===== src/rtl/fp_add_pkg.sv =====
// Shared constants for the floating-point adder datapath.
// Default widths, the all-ones exponent and effective-operation encodings.
package fp_add_pkg;

  localparam int DEF_MANT_W = 24;
  localparam int DEF_EXP_W  = 8;
  localparam int DEF_LZC_W  = 5;

  localparam logic [DEF_EXP_W-1:0] EXP_MAX = {DEF_EXP_W{1'b1}};

  localparam logic EOP_ADD = 1'b0;
  localparam logic EOP_SUB = 1'b1;

endpackage


===== src/rtl/fp_lzc.sv =====
// Combinational leading-zero counter over a MANT_W-bit vector.
// An all-zero input yields 0; callers detect exact zero separately.
module fp_lzc #(
  parameter int MANT_W = 24,
  parameter int LZC_W  = 5
) (
  input  logic [MANT_W-1:0] val_i,
  output logic [LZC_W-1:0]  count_o
);

  // Scanning LSB to MSB lets the highest set bit win.
  always_comb begin
    count_o = '0;
    for (int i = 0; i < MANT_W; i++) begin
      if (val_i[i]) count_o = LZC_W'(MANT_W - 1 - i);
    end
  end

endmodule


===== src/rtl/fp_mant_alu_pipe.sv =====
// Two-stage mantissa add/subtract with magnitude recovery and normalisation,
// placed between operand alignment and rounding/packing.
module fp_mant_alu_pipe
  import fp_add_pkg::*;
#(
  parameter int MANT_W = DEF_MANT_W,
  parameter int EXP_W  = DEF_EXP_W,
  parameter int LZC_W  = DEF_LZC_W
) (
  input  logic              clk,
  input  logic              rst_n,
  input  logic              in_valid,
  output logic              in_ready,
  input  logic              eop,
  input  logic [MANT_W-1:0] large_m,
  input  logic [MANT_W-1:0] small_m,
  input  logic [EXP_W-1:0]  large_ex,
  input  logic [EXP_W-1:0]  small_ex,
  output logic              out_valid,
  input  logic              out_ready,
  output logic [MANT_W-1:0] res_m,
  output logic [EXP_W-1:0]  res_ex,
  output logic              zero,
  output logic              sign_flip,
  output logic              overflow,
  output logic              lost_lsb
);

  localparam int CW = ((EXP_W > LZC_W) ? EXP_W : LZC_W) + 1;
  localparam logic [EXP_W-1:0] EXP_ONES = '1;

  // Handshake: a transfer happens on a rising edge where valid && ready;
  // producers hold data stable while valid && !ready, and each stage advances
  // only when the stage after it is empty or being drained in the same cycle.
  logic accept, s2_load;

  logic              s1_valid_q;
  logic [MANT_W:0]   s1_sum_q, s1_sum_d;
  logic              s1_flip_q, s1_flip_d;
  logic [EXP_W-1:0]  s1_ex_q;
  logic              s1_eop_q;

  logic              out_valid_q;
  logic [MANT_W-1:0] res_m_q, res_m_d;
  logic [EXP_W-1:0]  res_ex_q, res_ex_d;
  logic              zero_q, zero_d;
  logic              sign_flip_q, sign_flip_d;
  logic              overflow_q, overflow_d;
  logic              lost_lsb_q, lost_lsb_d;

  logic [MANT_W-1:0] a_eff, b_eff;
  logic [LZC_W-1:0]  lz;
  logic [MANT_W-1:0] sum_low;
  logic [EXP_W-1:0]  ex_inc;
  logic [CW-1:0]     lz_ext, ex_ext;
  logic              carry;

  assign s2_load  = s1_valid_q && (!out_valid_q || out_ready);
  assign in_ready = !s1_valid_q || s2_load;
  assign accept   = in_valid && in_ready;

  // Stage 1: denormal hidden-bit masking and magnitude add/subtract.
  always_comb begin
    a_eff = large_m;
    b_eff = small_m;
    if (large_ex == '0) a_eff[MANT_W-1] = 1'b0;
    if (small_ex == '0) b_eff[MANT_W-1] = 1'b0;
    s1_flip_d = 1'b0;
    if (eop == EOP_SUB) begin
      if (a_eff < b_eff) begin
        s1_sum_d  = {1'b0, b_eff} - {1'b0, a_eff};
        s1_flip_d = 1'b1;
      end else begin
        s1_sum_d = {1'b0, a_eff} - {1'b0, b_eff};
      end
    end else begin
      s1_sum_d = {1'b0, a_eff} + {1'b0, b_eff};
    end
  end

  always_ff @(posedge clk or negedge rst_n) begin
    if (!rst_n) begin
      s1_valid_q <= 1'b0;
      s1_sum_q   <= '0;
      s1_flip_q  <= 1'b0;
      s1_ex_q    <= '0;
      s1_eop_q   <= 1'b0;
    end else if (accept) begin
      s1_valid_q <= 1'b1;
      s1_sum_q   <= s1_sum_d;
      s1_flip_q  <= s1_flip_d;
      s1_ex_q    <= large_ex;
      s1_eop_q   <= eop;
    end else if (s2_load) begin
      s1_valid_q <= 1'b0;
    end
  end

  assign sum_low = s1_sum_q[MANT_W-1:0];

  fp_lzc #(.MANT_W(MANT_W), .LZC_W(LZC_W)) u_lzc (
    .val_i   (sum_low),
    .count_o (lz)
  );

  assign ex_inc = s1_ex_q + EXP_W'(1);
  assign lz_ext = CW'(lz);
  assign ex_ext = CW'(s1_ex_q);
  assign carry  = (s1_eop_q == EOP_ADD) && s1_sum_q[MANT_W];

  // Stage 2: carry right-shift, zero detect, or left-normalise clamped so a
  // shrinking exponent bottoms out as a denormal instead of wrapping.
  always_comb begin
    res_m_d     = '0;
    res_ex_d    = '0;
    zero_d      = 1'b0;
    sign_flip_d = s1_flip_q;
    overflow_d  = 1'b0;
    lost_lsb_d  = 1'b0;
    if (carry) begin
      res_m_d    = s1_sum_q[MANT_W:1];
      lost_lsb_d = s1_sum_q[0];
      res_ex_d   = ex_inc;
      if (ex_inc == EXP_ONES) begin
        overflow_d = 1'b1;
        res_m_d    = '0;
      end
    end else if (s1_sum_q == '0) begin
      zero_d      = 1'b1;
      sign_flip_d = 1'b0;
    end else if (s1_ex_q == '0) begin
      res_m_d  = sum_low;
      res_ex_d = sum_low[MANT_W-1] ? EXP_W'(1) : '0;
    end else if (lz_ext < ex_ext) begin
      res_m_d  = sum_low << lz;
      res_ex_d = EXP_W'(ex_ext - lz_ext);
    end else begin
      res_m_d  = sum_low << (s1_ex_q - EXP_W'(1));
      res_ex_d = '0;
    end
  end

  always_ff @(posedge clk or negedge rst_n) begin
    if (!rst_n) begin
      out_valid_q <= 1'b0;
      res_m_q     <= '0;
      res_ex_q    <= '0;
      zero_q      <= 1'b0;
      sign_flip_q <= 1'b0;
      overflow_q  <= 1'b0;
      lost_lsb_q  <= 1'b0;
    end else if (s2_load) begin
      out_valid_q <= 1'b1;
      res_m_q     <= res_m_d;
      res_ex_q    <= res_ex_d;
      zero_q      <= zero_d;
      sign_flip_q <= sign_flip_d;
      overflow_q  <= overflow_d;
      lost_lsb_q  <= lost_lsb_d;
    end else if (out_ready) begin
      out_valid_q <= 1'b0;
    end
  end

  assign out_valid = out_valid_q;
  assign res_m     = res_m_q;
  assign res_ex    = res_ex_q;
  assign zero      = zero_q;
  assign sign_flip = sign_flip_q;
  assign overflow  = overflow_q;
  assign lost_lsb  = lost_lsb_q;

endmodule

===== config.mk =====
export PLATFORM = sky130hd
export DESIGN_NAME = fp_mant_alu_pipe
export DESIGN_NICKNAME = d
export VERILOG_FILES = /design/src/rtl/fp_add_pkg.sv /design/src/rtl/fp_lzc.sv /design/src/rtl/fp_mant_alu_pipe.sv
export SDC_FILE = /design/constraint.sdc
export NUM_CORES = 1
export LEC_CHECK = 0
export ABC_AREA = 1
export BUFFER_PORTS_ARGS = -buffer_cell sky130_fd_sc_hd__buf_2
export CAP_MARGIN = 20
export CELL_PAD_IN_SITES_DETAIL_PLACEMENT = 1
export CELL_PAD_IN_SITES_GLOBAL_PLACEMENT = 1
export CORE_ASPECT_RATIO = 1.4
export CORE_MARGIN = 2
export CORE_UTILIZATION = 46
export DETAILED_ROUTE_END_ITERATION = 16
export GPL_TIMING_DRIVEN = 0
export MAX_ROUTING_LAYER = met4
export PLACE_DENSITY_LB_ADDON = 0.05
export SETUP_SLACK_MARGIN = 0.02
export SLEW_MARGIN = 20
export SYNTH_ARGS = -nofsm -noshare
export SYNTH_HDL_FRONTEND = slang
export SYNTH_HIERARCHICAL = 1
export SYNTH_SLANG_ARGS = --single-unit

===== constraint.sdc =====
create_clock -name clk -period 8.4 [get_ports clk]
set_input_delay 1.26 -clock clk [delete_from_list [all_inputs] [get_ports clk]]
set_output_delay 1.26 -clock clk [all_outputs]
set_load 0.02 [all_outputs]

==> results_dict.tcl, run 1 <==
set metrics [dict create \
    layout.area.seq_sq_um 1830 \
    dp_hpwl_um 36800 \
    crit_path_max_incr_delay_ns 0.52 \
    antenna_found_initial 1 \
    dr.pass1.iters 6 \
    max-slew-margin-rel 0.263 \
    synth_cell_types 50 \
    initial_core_util 0.464 \
    die_area_sq_um 22400 \
    p_per_area_nw_per_um2 261 \
    place_congestion 0.990 \
    insertion_delay_ns 0.35 \
    area_growth_syn_to_layout_pct 12.3 \
    async_flop_share 1.00 \
    cts-resized-gates 0 \
    cts_tree "yes" \
    numCtsBuffers 9 \
    clockRootBuffer "clkbuf_16" \
    grt_overflow_total 0 \
    start_kind "flop" \
    period_needed_ns 5.27 \
    r2r_slack_ns 3.13 \
    drt_iter0_markers 822 \
    fmax_mhz 190 \
    drc_errors 0 \
    cap_violations 0 \
    finalHoldViolations 0 \
    grt_pass1_vias 13099 \
    seqPwrFrac 0.219 \
    fillerInstances 2987 \
    syn_nets 1756 \
    dieHeight_um 176 \
    ioPinCount 107 \
    die_x_um 127 \
    syn_area_sq_um 9740 \
    cp.arrival_ns 5.52 \
    p_leak_uw 0.00572 \
    fin_ws_ns 3.13 \
    critPathMostFrequentCell "nand2_1" \
    worstPathRequired_ns 8.65 \
    internal_power_uw 1270 \
    power_frac_comb 0.631 \
    ys_seq_area_frac 0.188 \
    synth.largest_area_cell "dfrtp_1" \
    vias 12143 \
    wl_per_cell_um 22.8 \
    ys.flop_type "dfrtp_1" \
    post-cts-setup-buffer-count 0 \
    rsz0062_at_grt "false" \
    status "finished, final reports clean" \
    synth_most_common_cell "nand2_1" \
    vdd_ir_drop_max_mv 0.109 \
    max-clock-path-buffers 2 \
    viasPerCell 6.12 \
    slew_viol_final 0 \
    fin_crit_sh 0.627 \
    finalSetupViolCount 0 \
    rows 63 \
    setup_tns_ns 0 \
    core_area_sq_um 21000 \
    synth_seq_cells 73 \
    grt_pass1_wl_um 69300 \
    hp-class "reg2reg" \
    slowest_stage "dfrtp_1" \
    synthTopCellsByCount "nand2_1, inv_1, nor2_1, nand3_1, a21oi_1" \
    drt-total-wl_um 45300 \
    clock_power_share 0.150 \
    syn_area_per_cell_sq_um 6.08 \
    layout-drive-gt1-share 0.112 \
    synth-edff-count 0 \
    place.port_buffers 105 \
    clock_skew_ns 0.0152 \
    multi_input_area_sq_um 6830 \
    htreeDepth 3 \
    grt_max_degree 39 \
    place_ws_ns 3.45 \
    critPathMaxFanout 10 \
    clk_transition_reported_paths_ns 0.07 \
    grt_util_all_layers 0.411 \
    nNetsFinal 1873 \
    p_switching_uw 1580 \
    synth.top_cells.by_area "dfrtp_1, nand2_1, ha_1" \
    switching_share 0.554 \
    cts_hold_buf 0 \
    ant_nets 0 \
    ys_warn_count 6 \
    path_class "reg2reg" \
    synthCells 1602 \
    end_kind "flop" \
    netlist.area_leader.share 0.188 \
    tightest_slew_ns 1.10 \
    clkSinkCount 73 \
]
## through the flow
stage	std cells	area (sq um)	utilization	hold WS [ns]	power, uW
floorplan	1602	9740	-	0.450	1700
detailed placement	1968	10600	0.506	0.475	2350
global placement	1967	10600	0.505	0.463	2280
finish	1985	10900	0.521	0.485	2850
CTS	1984	10900	0.521	0.490	2790
global route	1985	10900	0.521	0.514	3010
## per-layer routing
metal	global-route usage	vias up	wire (um)
met5	-	-	0
met4	0.362	0	4640
met3	0.0458	291	2120
met2	0.741	602	23300
met1	0.382	5744	15200
li1	-	5506	-
## flip-flops by register name (all words and copies together), names as in the netlist
register	count
s1_sum_q	25
zero	1
res_ex	8
s1_eop_q	1
s1_ex_q	8
s1_flip_q	1
out_valid	1
sign_flip	1
lost_lsb	1
overflow	1
res_m	24
s1_valid_q	1
## cell type report
| type | instances | area share |
|---|---|---|
| Sequential cell | 73 | 0.167 |
| Clock inverter | 6 | 0.00824 |
| Antenna cell | 1 | 0.000229 |
| Buffer | 71 | 0.0332 |
| Multi-Input combinational cell | 1268 | 0.625 |
| Inverter | 190 | 0.0652 |
| Clock buffer | 10 | 0.0209 |
| Tap cell | 260 | 0.0298 |
| Timing Repair Buffer | 106 | 0.0501 |
## power by group through the flow
| stage | Clock [uW] | Sequential, uW | Combinational [uW] |
|---|---|---|---|
| after floorplan | 0 | 661 | 1040 |
| after global placement | 0 | 604 | 1680 |
| after detailed placement | 0 | 617 | 1730 |
| after CTS | 426 | 614 | 1750 |
| after global routing | 439 | 630 | 1940 |
| final | 428 | 624 | 1800 |
## worst max-delay path, delay by kind of cell (launching register included)
| kind | cells | cell delay, ns |
|---|---|---|
| compound gates | 5 | 1.18 |
| fa+ha+maj | 2 | 0.60 |
| buf+inv | 5 | 0.84 |
| flops | 1 | 0.52 |
| simple gates | 28 | 2.06 |
## worst paths after layout
check / start / to / depth (start not counted)
setup / recovery: s1_sum_q[1]$_DFFE_PN0P_ / res_m[2]$_DFFE_PN0P_ / 40
hold / removal: res_ex[7]$_DFFE_PN0P_ / res_ex[7]$_DFFE_PN0P_ / 1
setup reg to reg: s1_sum_q[1]$_DFFE_PN0P_ / res_m[2]$_DFFE_PN0P_ / 40
hold reg to reg: res_ex[7]$_DFFE_PN0P_ / res_ex[7]$_DFFE_PN0P_ / 1
max in group asynchronous: rst_n / s1_sum_q[16]$_DFFE_PN0P_ / 2
min in group asynchronous: rst_n / res_ex[6]$_DFFE_PN0P_ / 1
## cell families (layout without fill, tap and decap cells)
group | Yosys count | after routing | share of synthesized area
and+or+nand+nor | 787 | 787 | 0.338
adders and majority gates | 85 | 85 | 0.112
buffers and inverters | 261 | 383 | 0.111
xor gates and xnor gates | 58 | 58 | 0.0522
DFF | 73 | 73 | 0.188
other | 0 | 1 | 0
AOI/OAI and AO/OA | 338 | 338 | 0.200
## layout by cell type, fill, tap and decap left out, types with 8 or more instances in the layout
cell type	netlist	layout
a21o_1	8	8
nor3_1	15	15
buf_2	32	136
ha_1	81	81
xor2_1	57	57
nor2_1	168	168
o21ai_1	18	18
clkbuf_16	0	9
dfrtp_1	73	73
nand2_1	410	410
clkbuf_1	26	27
nand4_1	12	12
a31oi_1	47	47
o211ai_1	18	18
a21oi_1	122	122
nand3_1	153	153
inv_1	183	183
o21a_1	9	9
o21ai_0	88	88
Power figures use the tool's default switching activity.
==> run 2, diff against run 1 <==
--- a/config.mk
+++ b/config.mk
@@ -12,7 +12,7 @@
 export CELL_PAD_IN_SITES_GLOBAL_PLACEMENT = 1
 export CORE_ASPECT_RATIO = 1.4
 export CORE_MARGIN = 2
-export CORE_UTILIZATION = 46
+export CORE_UTILIZATION = 43
 export DETAILED_ROUTE_END_ITERATION = 16
 export GPL_TIMING_DRIVEN = 0
 export MAX_ROUTING_LAYER = met4
==> constraint.sdc (replaced) <==
create_clock -name clk -period 4.9 [get_ports clk]
set_input_delay 0.735 -clock clk [delete_from_list [all_inputs] [get_ports clk]]
set_output_delay 0.735 -clock clk [all_outputs]
set_load 0.02 [all_outputs]
==> results_dict.tcl, run 2 (synthesis results as in run 1) <==
set metrics [dict create \
    regMostFlops "s1_sum_q" \
    clkSinkCount 73 \
    vdd_ir_drop_max_mv 0.204 \
    antenna_found_initial 0 \
    layout-drive-gt1-share 0.136 \
    ant_nets 0 \
    numCtsBuffers 9 \
    clockRootBuffer "clkbuf_16" \
    grt_overflow_total 0 \
    fmax_mhz 213 \
    ioPinCount 107 \
    core_area_sq_um 22400 \
    clock_skew_ns 0.0150 \
    place_ws_ns -0.186 \
    largest_reg_flops 25 \
    place_congestion 1.03 \
    clk_transition_reported_paths_ns 0.07 \
    tightest_slew_ns 0.849 \
    grt_pass1_wl_um 66100 \
    drc_errors 0 \
    fillerInstances 3195 \
    timing.rr.start "s1_sum_q[4]$_DFFE_PN0P_" \
    drt-total-wl_um 44100 \
    start_kind "flop" \
    fin_ws_ns 0.209 \
    period_needed_ns 4.69 \
    dp_hpwl_um 35800 \
    cap_violations 0 \
    cts_hold_buf 0 \
    end_kind "flop" \
    grt_pass1_vias 12587 \
    critPathMostFrequentCell "nand2_1" \
    rsz0062_at_grt "true" \
    startpoint "s1_sum_q[4]$_DFFE_PN0P_" \
    worstPathRequired_ns 5.14 \
    finalSetupViolCount 0 \
    insertion_delay_ns 0.36 \
    hold_ws_ns 0.267 \
    viasPerCell 5.89 \
    dieHeight_um 182 \
    p_per_area_nw_per_um2 439 \
    vias 12010 \
    setup_tns_ns 0 \
    drt_iter0_markers 753 \
    initial_core_util 0.435 \
    max-clock-path-buffers 2 \
    cts_tree "yes" \
    slew_viol_final 0 \
    dr.pass1.iters 5 \
    cp.arrival_ns 4.93 \
    grt_max_degree 54 \
    finalHoldViolations 0 \
    rows 65 \
    wl_per_cell_um 21.6 \
    fin_crit_sh 0.957 \
    htreeDepth 3 \
    area_growth_syn_to_layout_pct 15.2 \
    die_x_um 131 \
    hp-class "in2async" \
    diodes 0 \
    final_cell_mix "nand2_1, inv_1, nor2_1" \
    critPathMaxFanout 10 \
    grt_util_all_layers 0.366 \
    path_class "reg2reg" \
    max-slew-margin-rel 0.429 \
    place.port_buffers 105 \
    p_leak_uw 0.00581 \
    die_area_sq_um 23900 \
    slowest_stage "dfrtp_1" \
    nNetsFinal 1886 \
    crit_path_max_incr_delay_ns 0.59 \
    status "finished, final reports clean" \
    final_common_cell "nand2_1" \
]
## run 2: changes by cell type in the layout (fill, tap and decap cells not counted), moves of 3 or more
| cell | previous run | this run |
|---|---|---|
| dfrtp_2 | 0 | 3 |
| o21ai_0 | 88 | 84 |
| nand3_2 | 1 | 11 |
| nand2_1 | 410 | 405 |
| nand2_2 | 6 | 11 |
| buf_4 | 7 | 18 |
| nand3_1 | 153 | 143 |
| dfrtp_1 | 73 | 70 |
| o21ai_2 | 5 | 9 |
## run 2: what timing repair did
item	CTS	global route
cloned	0	2
gates resized for setup	6	40
pin swaps	0	8
setup endpoints to repair	10	24
setup buffers	0	11
## run 2: critical path, delay by kind of cell (launching register included)
| family | cells | cell delay (ns) |
|---|---|---|
| flip-flops | 1 | 0.59 |
| AND/OR/NAND/NOR | 35 | 2.75 |
| adder cells (fa/ha/maj) | 2 | 0.56 |
| buffers and inverters | 3 | 0.38 |
| AO/OA/AOI/OAI | 2 | 0.27 |
## run 2: cell type report
type	count	area, sq um	area share
clock buffers	11	243	0.0216
flip-flops and latches	73	1830	0.163
clock inverters	5	62.6	0.00558
well taps	301	377	0.0336
inverters	190	713	0.0636
multi-input cells	1269	6970	0.621
plain buffers	71	382	0.0340
repair buffers	118	646	0.0576
## run 2: routing by layer
layer | vias up | global-route usage | wire (um)
met4 | 0 | 0.307 | 4130
met1 | 5752 | 0.338 | 15200
li1 | 5526 | - | -
met3 | 243 | 0.0315 | 1690
met2 | 489 | 0.680 | 23100
met5 | - | - | 0
## run 2: worst paths after layout
kind	depth (start not counted)	slack, ns	end
max	42	0.21	res_m[21]$_DFFE_PN0P_
min	1	0.27	res_m[9]$_DFFE_PN0P_
max reg2reg	42	0.21	res_m[21]$_DFFE_PN0P_
min reg2reg	2	0.48	sign_flip$_DFFE_PN0P_
max in group asynchronous	2	4.05	s1_sum_q[22]$_DFFE_PN0P_
min in group clk	2	0.48	sign_flip$_DFFE_PN0P_
## run 2: where the power goes
group	leakage, uW	switching, uW	internal [uW]
registers	0.000853	233	804
logic	0.00482	2170	1010
clock network	0.000143	290	412
## run 2: per-stage QoR
step                 util  total power, uW  cell area, sq um  std cells
floorplan               -             2920              9740       1602
global placement    0.476             3910             10600       2008
global route        0.502             5230             11200       2038
CTS                 0.491             4710             11000       2025
detailed placement  0.477             3980             10700       2009
finish              0.502             4920             11200       2038
